## config.mk

```make
export PLATFORM = sky130hd
export DESIGN_NAME = issue_queue_ctrl
export DESIGN_NICKNAME = d
export VERILOG_FILES = /design/src/rtl/issue_queue_ctrl.sv
export SDC_FILE = /design/constraint.sdc
export NUM_CORES = 1
export LEC_CHECK = 0
export ABC_AREA = 1
export CAP_MARGIN = 15
export CORE_MARGIN = 1
export CORE_UTILIZATION = 55
export CTS_BUF_LIST = sky130_fd_sc_hd__clkbuf_16
export CTS_CLUSTER_SIZE = 20
export DETAILED_ROUTE_END_ITERATION = 10
export PLACE_DENSITY = 0.76
export SYNTH_ARGS = -nofsm -noshare
export SYNTH_HDL_FRONTEND = slang
export SYNTH_SLANG_ARGS = --single-unit
```

## constraint.sdc

```tcl
create_clock -name clk -period 4.8 [get_ports clk]
set_clock_uncertainty 0.1 [all_clocks]
set_input_delay 0.48 -clock clk [delete_from_list [all_inputs] [get_ports clk]]
set_output_delay 0.48 -clock clk [all_outputs]
set_load 0.02 [all_outputs]
```

## src/rtl/issue_queue_ctrl.sv

```systemverilog
// issue_queue_ctrl
//   Age-ordered, collapsing issue queue. Slot 0 always holds the oldest entry
//   and valid slots are packed into 0..count-1. Each cycle it selects the
//   oldest ready entry for issue, collapses the survivors above it down by one,
//   applies the wakeup broadcast and appends a dispatched entry at the new tail.
//
// Ports
//   clk, rst          clock, synchronous active-high reset
//   flush             drop every entry at the next edge
//   enq_valid/ready   dispatch handshake; enq_data, enq_tag, enq_rdy describe the entry
//   wk_valid, wk_tag  writeback wakeup broadcast
//   iss_valid/ready   issue handshake; iss_data is the selected payload
//   count             current occupancy
module issue_queue_ctrl #(
  parameter int DEPTH  = 16,
  parameter int DATA_W = 32,
  parameter int TAG_W  = 6
) (
  input  logic                       clk,
  input  logic                       rst,
  input  logic                       flush,
  input  logic                       enq_valid,
  output logic                       enq_ready,
  input  logic [DATA_W-1:0]          enq_data,
  input  logic [TAG_W-1:0]           enq_tag,
  input  logic                       enq_rdy,
  input  logic                       wk_valid,
  input  logic [TAG_W-1:0]           wk_tag,
  output logic                       iss_valid,
  input  logic                       iss_ready,
  output logic [DATA_W-1:0]          iss_data,
  output logic [$clog2(DEPTH+1)-1:0] count
);

  localparam int CNT_W = $clog2(DEPTH + 1);
  localparam int SEL_W = $clog2(DEPTH);

  logic [DEPTH-1:0]  valid_q, rdy_q;
  logic [TAG_W-1:0]  tag_q  [DEPTH];
  logic [DATA_W-1:0] data_q [DEPTH];
  logic [CNT_W-1:0]  count_q;

  logic [DEPTH-1:0]  valid_n, rdy_n;
  logic [TAG_W-1:0]  tag_n  [DEPTH];
  logic [DATA_W-1:0] data_n [DEPTH];
  logic [CNT_W-1:0]  count_n;

  logic              found;
  logic [SEL_W-1:0]  sel;
  logic              iss_fire, enq_fire;
  logic [CNT_W-1:0]  wr_idx;

  // Oldest-first select: scanning down from the top leaves the lowest hit.
  always_comb begin
    found = 1'b0;
    sel   = '0;
    for (int i = DEPTH - 1; i >= 0; i--) begin
      if (valid_q[i] && rdy_q[i]) begin
        found = 1'b1;
        sel   = SEL_W'(i);
      end
    end
  end

  assign iss_valid = found;
  assign iss_data  = found ? data_q[sel] : '0;
  assign enq_ready = (count_q < CNT_W'(DEPTH));
  assign count     = count_q;

  assign iss_fire = found & iss_ready;
  assign enq_fire = enq_valid & enq_ready;
  // The tail moves down by one when an issue collapses the queue this cycle.
  assign wr_idx   = count_q - CNT_W'(iss_fire);

  always_comb begin
    valid_n = valid_q;
    rdy_n   = rdy_q;
    tag_n   = tag_q;
    data_n  = data_q;

    // Collapse: everything at or above the issued slot takes its upper neighbour.
    for (int i = 0; i < DEPTH - 1; i++) begin
      if (iss_fire && (SEL_W'(i) >= sel)) begin
        valid_n[i] = valid_q[i+1];
        rdy_n[i]   = rdy_q[i+1];
        tag_n[i]   = tag_q[i+1];
        data_n[i]  = data_q[i+1];
      end
    end
    if (iss_fire) begin
      valid_n[DEPTH-1] = 1'b0;
      rdy_n[DEPTH-1]   = 1'b0;
    end

    // Wakeup applies after the shift so moving entries are not missed.
    for (int i = 0; i < DEPTH; i++) begin
      if (wk_valid && valid_n[i] && (tag_n[i] == wk_tag)) begin
        rdy_n[i] = 1'b1;
      end
    end

    for (int i = 0; i < DEPTH; i++) begin
      if (enq_fire && (CNT_W'(i) == wr_idx)) begin
        valid_n[i] = 1'b1;
        rdy_n[i]   = enq_rdy | (wk_valid && (wk_tag == enq_tag));
        tag_n[i]   = enq_tag;
        data_n[i]  = enq_data;
      end
    end

    case ({enq_fire, iss_fire})
      2'b10:   count_n = count_q + CNT_W'(1);
      2'b01:   count_n = count_q - CNT_W'(1);
      default: count_n = count_q;
    endcase
  end

  always_ff @(posedge clk) begin
    if (rst || flush) begin
      valid_q <= '0;
      rdy_q   <= '0;
      count_q <= '0;
    end else begin
      valid_q <= valid_n;
      rdy_q   <= rdy_n;
      tag_q   <= tag_n;
      data_q  <= data_n;
      count_q <= count_n;
    end
  end

  always_ff @(posedge clk) begin
    if (!rst) begin
      assert ($countones(valid_q) == int'(count_q));
      assert ((valid_q & (valid_q + DEPTH'(1))) == '0);
      assert (!(iss_fire && !iss_valid));
    end
  end

endmodule

```

==> impl.org <==
** Status
- Outcome :: finished, final reports clean

** Worst setup path
- R2R Path Start :: rdy_q[0]
- Startpoint type of the worst setup path :: flop
- Worst R2R Setup Slack :: 0.47 ns
- Most Frequent Cell on Critical Path :: sky130_fd_sc_hd__nand2_1
- Counting cells, the worst reg-to-reg path comes to 16.
- Kind of critical path :: reg -> out
- Data arrives at the worst endpoint at 3.99 ns.
- Worst r2r dst :: data_q[464]
- For this design, the slowest cell found on the critical path is sky130_fd_sc_hd__dlygate4sd2_1.
- The signal on the critical path passes through nand2_1 > inv_1 > nand2_1 > nand2_1 > nand2_1 > nand2_1 > nand2_1 > nand2_1 > nand2_1 > nand2_1 > nand2_1 > nand2_1 > nand2_1 > nand2_1 > nand2_1 > nand2_4 > nand2_8 > bufbuf_16 > o21ai_0 > o21ai_0 > nand2_1 > nand3_1 > a31oi_1 > dlygate4sd2_1.
- Delay contributed by the slowest stage of the critical path :: 0.46 ns
- Crit path required time :: 4.22 ns
- Along the worst path, the maximum fanout reaches 31.
- STA classifies the critical path endpoint as a primary output.

** Detailed routing
- In this run, the number of DRC markers left after iteration 0 of detailed routing was 3941.
- After detailed routing, the number of remaining DRC violations is 0.
- Total detailed-routing wirelength :: 108700 µm
- Number of routed nets with antenna violations :: 0
- The final route contains 30351 vias.
- Routed wirelength normalized by instance count :: 21.78 µm
- The first detailed-routing pass ran for 6 iterations.
- Ratio of routed vias to standard cells :: 6.079

** Yosys
- Dominant cell type by area after synthesis :: sky130_fd_sc_hd__edfxtp_1
- Counting every net in the synthesized netlist gives 4196.
- Yosys cell types :: 55
- After synthesis, the share of flip-flops with an asynchronous set or reset is 0.
- The most used flip-flop cell after synthesis is sky130_fd_sc_hd__edfxtp_1.
- In this run the cell area of the synthesized design comes to 0.03460 mm².
- The synthesized design contains 608 enable-type register cells.
- The Yosys step of the flow raised 0 warnings.
- Counting flops and latches in the post-synthesis netlist gives 645.
- For this run, the register share of the synthesized area comes to 0.5491.
- Synthesis produced 4138 cells.
- Area share of the largest cell type after synthesis :: 0.5276
- Sorting the synthesized cells by area gives the leading types as sky130_fd_sc_hd__edfxtp_1 53%, sky130_fd_sc_hd__nand2_1 15%, sky130_fd_sc_hd__o21ai_0 9.9%, sky130_fd_sc_hd__nand3_1 6.3%, sky130_fd_sc_hd__inv_1 3.1%.
- Post-Syn Area per Cell :: 8.362 µm²

** Hold path
- Destination of the worst hold path :: count[4]
- In this run the most critical hold path is launched from count[4].
- Counting instances, the worst hold path has a depth of 1.
- The path class of the tightest hold or removal check is reg -> reg.

** Run
- Max-cap violations :: 0

** Clock tree
- Total clock buffers created by CTS :: 72
- TritonCTS built the clock tree.
- TritonCTS Sinks :: 645
- Clock input transition at the sequential cells of the worst setup and hold paths :: 0.06 ns
- The number of hold buffers added after CTS was 0.
- Clock tree root buffer cell :: sky130_fd_sc_hd__clkbuf_16
- Clk_lat worst skew :: 0.61 ns
- CTS built an H-tree with a depth of 3.
- The longest clock path from root to sink contains 3 buffers.

** Global route
- Overflow after GRT :: 0
- M2 GR Usage :: 0.5243
- Entering global routing, the biggest net connects 129 pins.
- In the global route stage, met3 resource usage came out at 0.07432.
- Busiest metal layer after global routing :: met2
- Number of global-route vias before repair :: 28556
- In the global route stage, overall resource usage came out at 0.3379.
- The initial antenna violation count came to 4.
- Wire length of the first global-routing pass :: 165000 µm
- Fraction of met1 tracks used by global routing :: 0.4616

** Power and ir drop
- Power spread over the standard cell area amounts to 316.9 mW/mm².
- P_sw :: 0.002730 W
- Cell-internal power :: 0.009615 W
- Of the total power, the share spent switching nets is 0.2212.
- Clock power share :: 0.452
- VDD sags by at most 0.0002908 V.
- Combinational fraction of design power :: 0.047
- For this design the static power due to leakage is 15.78 nW.
- Register share of total power :: 0.501

** Timing
- Setup repair after global routing left no endpoint under its margin.
- Crit path time final :: 4.572 ns
- Period Utilization, post-route :: 0.9525
- Setup violations remaining at the end of the flow were counted as 0.
- Timing would allow up to 218.7 MHz.
- Pins over their slew limit :: 0
- Headroom to the max-slew limit came out at 0.3865.
- The count of final hold-check violations came to 0.
- Worst Tran Pin Value :: 0.9189 ns

** Finish
- For this run, the share of the core covered by cells in the final layout is 0.6290.
- Fraction of layout cells with a size suffix above 1 :: 0.06789
- Compared with the post-synthesis result, the final layout area differs by 12.59%.
- Final Net Count :: 4155
- Fin area :: 0.03896 mm²

** Floorplan
- Die extent in x :: 252.8 µm
- Core area :: 0.06194 mm²
- Floorplan row count :: 91
- Initial core utilization :: 0.5586
- In this run the count of I/O pins placed on the die edge is 90.
- Die height :: 252.8 µm
- The floorplan step defined a die boundary enclosing 0.06392 mm².

** Place
- Half-perimeter wire length after detailed placement :: 64700 µm
- Summing all placed instances gives a cell area of 0.03643 mm².
- Placer Congestion :: 0.9164
- Number of buffer cells added on primary ports :: 89
[cell type report]
cell class,instances,area (µm²)
antenna,2,5.005
clock buffer,76,1902
inverter,303,1169
clock inverter,55,451.7
timing repair buffer,187,1999
multi-input combinational,2888,13390
sequential,645,19000
tap,837,1047
fill,5115,22980
[critical path, delay by kind of cell, from the launching register on]
kind | cells | cell delay [ns]
flops | 1 | 0.38
buf+inv | 3 | 0.87
compound gates | 3 | 0.69
simple gates | 18 | 1.43
[power by group through the flow]
stage                     combinational [W]  clock [W]  sequential, W
after detailed placement           0.000560          0        0.00631
after CTS                          0.000563    0.00560        0.00619
after global routing               0.000631    0.00580        0.00619
after floorplan                    0.000330          0        0.00630
final                              0.000579    0.00558        0.00619
after global placement             0.000551          0        0.00631
[sequential cells by signal, indices dropped and copies added, names as in the netlist]
signal   count
rdy_q       16
count        5
tag_q       96
valid_q     16
data_q     512
[timing repair]
item,CTS,global route
endpoints found under the setup margin,24,31
gates resized for setup,12,31
gates cloned,1,1
pin swaps,0,1
buffers inserted,0,1
[cell usage in the layout (no fill, tap or decap), types with 7 or more instances in the layout]
cell                              count
sky130_fd_sc_hd__o21ai_1             51
sky130_fd_sc_hd__nor2_1             136
sky130_fd_sc_hd__bufinv_16            8
sky130_fd_sc_hd__clkinv_2            14
sky130_fd_sc_hd__nand2_2             14
sky130_fd_sc_hd__dfxtp_1             37
sky130_fd_sc_hd__clkinv_1            17
sky130_fd_sc_hd__o21ai_0            684
sky130_fd_sc_hd__inv_2               19
sky130_fd_sc_hd__buf_12              19
sky130_fd_sc_hd__o211ai_1            36
sky130_fd_sc_hd__nand3b_1             7
sky130_fd_sc_hd__nor3_1               9
sky130_fd_sc_hd__nand2_1           1338
sky130_fd_sc_hd__dlymetal6s2s_1      24
sky130_fd_sc_hd__buf_4               76
sky130_fd_sc_hd__nor2_4               8
sky130_fd_sc_hd__o22ai_1              8
sky130_fd_sc_hd__nand3_1            433
sky130_fd_sc_hd__a21oi_4             13
sky130_fd_sc_hd__inv_1              295
sky130_fd_sc_hd__a31oi_1             34
sky130_fd_sc_hd__xor2_1              13
sky130_fd_sc_hd__edfxtp_1           608
sky130_fd_sc_hd__clkdlybuf4s50_1     58
sky130_fd_sc_hd__a21oi_1             21
sky130_fd_sc_hd__clkbuf_16           76
[how the worst max path moves through the flow]
stage / from / end / slack, ns / cells after the start
floorplan: valid_q[0] / data_q[320] / 0.008 / 17
global placement: valid_q[15] / iss_data[22] / 0.60 / 26
detailed placement: valid_q[15] / iss_data[22] / 0.53 / 26
CTS: valid_q[15] / iss_data[29] / -0.04 / 26
global route: valid_q[15] / iss_data[31] / 0.05 / 23
finish: valid_q[15] / iss_data[9] / 0.23 / 24
[cell families after synthesis]
group           share of synthesized area
compound gates                     0.1361
xor+xnor                         0.004303
fa+ha+maj                        0.002748
buf+inv                           0.07051
flops                              0.5491
mux                             0.0002893
simple gates                       0.2370
[stage by stage]
| step | power [W] | hold WS [ns] | setup TNS (ns) | instances | setup WS, ns |
|---|---|---|---|---|---|
| detailed placement | 0.006868 | 0.3712 | 0 | 4857 | 0.5349 |
| CTS | 0.01235 | 0.3873 | -0.04139 | 4989 | -0.04139 |
| global placement | 0.006858 | 0.3568 | 0 | 4857 | 0.5981 |
| finish | 0.01235 | 0.3871 | 0 | 4993 | 0.2281 |
| floorplan | 0.006634 | 0.3705 | 0 | 4138 | 0.008278 |
| global route | 0.01262 | 0.4144 | 0 | 4993 | 0.04933 |
[synth_stat cells, drive strengths merged, types with 3 or more instances]
master and instances:
a211oi 6, a21oi 34, a221oi 6, a31oi 37
buf 95, clkbuf 208, clkinv 5, dfxtp 37
edfxtp 608, ha 6, inv 298, nand2 1358
nand3 437, nand3b 7, nand4 5, nor2 150
nor3 9, nor4 3, o2111ai 4, o211a 3
o211ai 36, o21ai 738, o22ai 8, or2 8
xnor2 4, xor2 13
[routing by layer]
layer / share of wire / up-vias
li1: - / 13968
met1: 0.38 / 14030
met2: 0.45 / 2074
met3: 0.13 / 279
met4: 0.038 / 0
met5: 0 / -
(Power assumes the default switching activity.)
